$ cat config.mk
export PLATFORM = sky130hd
export DESIGN_NAME = uart_tx
export DESIGN_NICKNAME = d
export VERILOG_FILES = /design/src/rtl/uart_tx.sv
export SDC_FILE = /design/constraint.sdc
export NUM_CORES = 1
export LEC_CHECK = 0
export CORE_MARGIN = 3
export CORE_UTILIZATION = 29
export DETAILED_ROUTE_END_ITERATION = 7
export GPL_TIMING_DRIVEN = 0
export PLACE_DENSITY = 0.56
export SLEW_MARGIN = 20
export SYNTH_ARGS = -nofsm -noshare
export SYNTH_HDL_FRONTEND = slang
export SYNTH_SLANG_ARGS = --single-unit
$ cat constraint.sdc
create_clock -name clk -period 2.8 [get_ports clk]
set_input_delay 0.42 -clock clk [delete_from_list [all_inputs] [get_ports clk]]
set_output_delay 0.42 -clock clk [all_outputs]
set_load 0.01 [all_outputs]
$ cat src/rtl/uart_tx.sv
// UART transmitter: one-byte holding register in front of a shift register.
// Serialises start, LSB-first data, optional parity and stop bits, advancing
// one bit per baud_en tick. o_run drives the baud generator's run input.
//
// state    | meaning
// ---------+-------------------------------------------------------------
// S_IDLE   | line high, baud generator stopped, waiting for a held byte
// S_START  | driving the start bit (0)
// S_DATA   | driving data bits LSB first, bit_cnt counts ticks seen
// S_PARITY | driving the parity bit captured at load time
// S_STOP   | driving stop bit(s), bit_cnt counts stop ticks seen
module uart_tx #(
    parameter int DATA_BITS = 8,
    parameter int PARITY    = 0,
    parameter int STOP_BITS = 1
) (
    input  logic                 clk,
    input  logic                 rst,
    input  logic [DATA_BITS-1:0] i_data,
    input  logic                 i_valid,
    output logic                 o_ready,
    input  logic                 baud_en,
    output logic                 o_run,
    output logic                 o_tx,
    output logic                 o_busy
);

    typedef enum logic [2:0] {
        S_IDLE,
        S_START,
        S_DATA,
        S_PARITY,
        S_STOP
    } state_t;

    localparam logic [2:0] LAST_DATA = 3'(DATA_BITS - 1);
    localparam logic [2:0] LAST_STOP = 3'(STOP_BITS - 1);
    localparam logic       PAR_ODD   = (PARITY == 2);

    state_t               state;
    logic [DATA_BITS-1:0] hold;
    logic                 hold_full;
    logic [DATA_BITS-1:0] shift;
    logic [2:0]           bit_cnt;
    logic                 par_bit;

    logic accept;
    logic stop_done;
    logic load;
    logic hold_full_nxt;
    logic going_idle;

    // Handshake, load and next-occupancy decode shared by both registers blocks
    always_comb begin
        accept        = i_valid && o_ready;
        stop_done     = (state == S_STOP) && baud_en && (bit_cnt == LAST_STOP);
        load          = hold_full && ((state == S_IDLE) || stop_done);
        hold_full_nxt = hold_full;
        if (load)
            hold_full_nxt = 1'b0;
        if (accept)
            hold_full_nxt = 1'b1;
        going_idle    = !hold_full && ((state == S_IDLE) || stop_done);
    end

    // Holding register plus the ready/busy flags derived from its next state
    always_ff @(posedge clk or negedge rst) begin
        if (!rst) begin
            hold      <= '0;
            hold_full <= 1'b0;
            o_ready   <= 1'b1;
            o_busy    <= 1'b0;
        end else begin
            if (accept)
                hold <= i_data;
            hold_full <= hold_full_nxt;
            o_ready   <= ~hold_full_nxt;
            o_busy    <= !going_idle || hold_full_nxt;
        end
    end

    // Frame sequencer; o_tx is set to the level of the bit being entered
    always_ff @(posedge clk or negedge rst) begin
        if (!rst) begin
            state   <= S_IDLE;
            shift   <= '0;
            bit_cnt <= '0;
            par_bit <= 1'b0;
            o_tx    <= 1'b1;
            o_run   <= 1'b0;
        end else begin
            case (state)
                S_IDLE: begin
                    if (hold_full) begin
                        state   <= S_START;
                        shift   <= hold;
                        par_bit <= (^hold) ^ PAR_ODD;
                        o_tx    <= 1'b0;
                        o_run   <= 1'b1;
                    end else begin
                        o_tx  <= 1'b1;
                        o_run <= 1'b0;
                    end
                end
                S_START: begin
                    if (baud_en) begin
                        state   <= S_DATA;
                        bit_cnt <= '0;
                        o_tx    <= shift[0];
                    end
                end
                S_DATA: begin
                    if (baud_en) begin
                        shift <= shift >> 1;
                        if (bit_cnt == LAST_DATA) begin
                            bit_cnt <= '0;
                            if (PARITY != 0) begin
                                state <= S_PARITY;
                                o_tx  <= par_bit;
                            end else begin
                                state <= S_STOP;
                                o_tx  <= 1'b1;
                            end
                        end else begin
                            bit_cnt <= bit_cnt + 3'd1;
                            o_tx    <= shift[1];
                        end
                    end
                end
                S_PARITY: begin
                    if (baud_en) begin
                        state   <= S_STOP;
                        bit_cnt <= '0;
                        o_tx    <= 1'b1;
                    end
                end
                S_STOP: begin
                    if (baud_en) begin
                        if (bit_cnt == LAST_STOP) begin
                            bit_cnt <= '0;
                            if (hold_full) begin
                                // back-to-back: o_run stays high so ticks stay aligned
                                state   <= S_START;
                                shift   <= hold;
                                par_bit <= (^hold) ^ PAR_ODD;
                                o_tx    <= 1'b0;
                            end else begin
                                state <= S_IDLE;
                                o_tx  <= 1'b1;
                                o_run <= 1'b0;
                            end
                        end else begin
                            bit_cnt <= bit_cnt + 3'd1;
                        end
                    end
                end
                default: begin
                    state <= S_IDLE;
                    o_tx  <= 1'b1;
                    o_run <= 1'b0;
                end
            endcase
        end
    end

endmodule
==> impl_summary.txt <==
----------------------------------------------------
[Timing]
  Setup Total Neg Slack ... 0 ns
  Setup repair after global routing missed its margin ... no
  Tightest hold margin ... 0.140 ns
  Final slew viol count ... 0
  Fin crit period ... 2.02 ns
  Hold Vio Cnt, Final ... 0
  Clock tree skew after final layout ... 0.00992 ns
  Fin crit share ... 0.723
  Actual slew at the worst max-slew pin ... 0.629 ns
  Worst slew margin ... 0.579
  Highest Clock Rate ... 494 MHz
  Setup violators final ... 0

[Synth]
  Number of nets produced by synthesis ... 123
  Number of synthesized flops with an enable pin ... 0
  Synthesis-stage register bit count ... 27
  Post-Syn Area per Cell ... ~13 um^2
  Yosys synthesis warning count ... 0
  Commonest register cell after synthesis ... sky130_fd_sc_hd__dfrtp_1
  Portion of the post-synthesis area used by sequential elements ... 0.497
  Cell area after technology mapping ... between 0.001 and 0.0015 mm^2
  Post-synthesis async set-or-reset flop share ... 1.00
  Number of unique standard cell types used by synthesis ... 38
  Number of standard cells after synthesis ... 108

[Detailed routing]
  Average via count per standard cell ... 5.11
  Routed length per placed instance ... 14.6 um
  Router iterations before antenna repair ... 4
  Vias after detailed routing ... 914
  DRC violations left ... 0
  Wire length after detailed routing ... about 2600 um
  Violation count after the first detailed-routing iteration ... 49
  Remaining antenna violation count ... 0

[Global routing]
  GRT Resource Usage Total ... 0.103
  Maximum number of pins on one net before global-route repair ... 28
  Number of global-route vias before repair ... 943
  Antenna violations before repair ... 0
  Overflow after GRT ... 0
  First-pass GRT wire length ... 4370 um

[Placed design]
  Instance area at placement ... around 0.0016 mm^2
  Routability cong. ... 0.854
  Sum of net half-perimeters after detailed placement ... 1860 um
  Number of port buffers ... 15

[Power]
  Pwr/cell area ... 1170 mW/mm^2
  Leakage power summed over all cells ... 0.691 nW
  Total power ... 1.90 mW
  Worst voltage drop across the vdd grid ... a little under 0.5 mV

[Critical path]
  WP data arrival ... 2.19 ns
  Data required time at the worst endpoint ... ~3.0 ns
  Chain of cells forming the critical path ... clkdlybuf4s50_1, nand3b_4, a221oi_4, o21ai_4, mux2_4
  Capture point of the critical path ... shift[3]$_DFFE_PN0P_
  Crit path launch type ... input port
  Largest driver fanout on the critical path ... 8
  Flop-to-flop setup slack ... 0.82 ns
  Logic depth of the worst register-to-register path ... 4
  Worst stage delay on the critical path ... a little over 0.7 ns
  Slowest cell on crit path ... sky130_fd_sc_hd__clkdlybuf4s50_1
  Critical Path End Type ... register
  Worst reg2reg path startpoint ... state[2]$_DFFE_PN0P_
  Worst r2r dst ... shift[1]$_DFFE_PN0P_
  Category of the critical setup timing path ... in -> reg
  Startpoint of the most critical setup path ... baud_en

[Hold path]
  Worst min-delay path category ... in -> async

[Final layout]
  Post-layout nets ... 143
  Count of inserted antenna diode cells ... 0
  Area occupied by multi-input gates ... roughly 650 um^2
  Sequential Area ... a little under 700 um^2
  Layout overhead on the synthesized area ... 19.0%
  Fraction of layout instances using a drive strength above 1 ... 0.291
  Count of fill cells added during filler insertion ... 427
  Core Util, Final ... 0.365
  Layout Cell Area excl Fill ... 0.00162 mm^2

[Job]
  Max-cap violation count ... 0

[Floorplanning]
  Area of the placeable core ... 0.00444 mm^2
  I/O pin total ... 16
  Initial Utilization ... 0.307
  DIE WIDTH ... 74.6 um
  Area of the die ... 0.00556 mm^2
  Height of the die ... 74.6 um
  FP Rows ... 24

[Clock tree]
  Maximum number of buffers from clock root to sink ... 2
  Total of hold buffers inserted after clock tree synthesis ... 0
  Resized cells post-CTS ... 0
  H-tree level count ... 1
  CTS tree ... done
  Number of buffers created by CTS ... 3
  Clock Latency Late Sink ... 0.28 ns
  Total clock sinks ... 27
  Clock transition at the register clock pins on the worst setup and hold paths after CTS ... 0.11 ns
  Post-CTS repair timing setup buffer count ... 0
  Clock root cell ... sky130_fd_sc_hd__clkbuf_8

[Run status]
  Result of the run ... finished, final reports clean

----------------------------------------------------
[flip-flops by register name (all words and copies together) (netlist names)]
signal	count
o_tx	1
state	3
hold_full	1
hold	8
o_ready	1
shift	8
o_run	1
o_busy	1
bit_cnt	3
[layout by cell type (no fill, tap or decap), drive strengths merged, types with 2 or more instances in the layout]
master / synthesis / final
dfstp: 2 / 2
or2: 2 / 2
nand3b: 2 / 2
clkdlybuf4s50: 0 / 14
nor2: 3 / 3
mux2: 21 / 21
a21oi: 5 / 5
nand2: 5 / 5
dfrtp: 25 / 25
a21boi: 2 / 2
o22ai: 4 / 4
mux2i: 2 / 2
a22o: 2 / 2
nand2b: 3 / 3
o21ai: 4 / 4
clkbuf: 1 / 4
ha: 3 / 3
buf: 2 / 3
nand3: 3 / 3
inv: 6 / 6
[where the power goes]
part | switching [mW] | internal, mW | leakage [nW]
clock | 0.134 | 0.101 | 0.0217
sequential | 0.107 | 0.594 | 0.322
combinational | 0.437 | 0.531 | 0.347
[per-layer routing]
layer  GRT usage  wire, um  up-vias
li1            -         -      427
met1       0.124      1160      457
met2       0.181      1320       24
met3      0.0324       108        6
met4      0.0198        21        0
met5           0         0        -
[per-stage QoR]
step	setup WS, ns	std cells
6_report	0.776	179
5_1_grt	0.696	179
4_1_cts	0.776	179
3_5_place_dp	0.476	175
3_3_place_gp	0.508	175
2_1_floorplan	1.08	108
[kinds of logic after synthesis]
family / synth area share
simple gates: 0.0954
fa+ha+maj: 0.0349
mux: 0.205
buf+inv: 0.0275
compound gates: 0.134
xor+xnor: 0.00642
flops: 0.497
[cells in the mapped netlist (all sizes together) (3+ instances only)]
library cell  count  area share
ha                3       0.028
o22ai             4       0.018
mux2             21        0.19
inv               6       0.017
o21ai             4       0.023
nand2b            3       0.016
nand2             5       0.014
dfrtp            25        0.46
nor2              3       0.010
a21oi             5       0.018
nand3             3       0.011
[worst max-delay path, delay by kind of cell]
kind	cells	cell delay, ns
mux	1	0.33
simple gates	1	0.18
compound gates	2	0.54
buf+inv	1	0.71
[area by class of cell]
type / count / share of cell area
sequential: 27 / 0.418
multi-input combinational: 72 / 0.399
timing repair buffer: 15 / 0.0894
tap: 52 / 0.0401
clock buffer: 3 / 0.0254
inverter: 6 / 0.0139
buffer: 3 / 0.00925
clock inverter: 1 / 0.00463
[worst min path at each step]
| stage | from | endpoint | slack, ns | cells after the start |
|---|---|---|---|---|
| 5_1_grt | rst | state[2]$_DFFE_PN0P_ | 0.19 | 1 |
| 2_1_floorplan | rst | bit_cnt[0]$_DFFE_PN0P_ | 0.12 | 0 |
| 6_report | rst | bit_cnt[2]$_DFFE_PN0P_ | 0.14 | 1 |
| 3_3_place_gp | shift[7]$_DFFE_PN0P_ | shift[7]$_DFFE_PN0P_ | 0.48 | 1 |
| 4_1_cts | rst | bit_cnt[2]$_DFFE_PN0P_ | 0.17 | 1 |
| 3_5_place_dp | rst | bit_cnt[2]$_DFFE_PN0P_ | 0.48 | 1 |
Power figures use the tool's default switching activity.
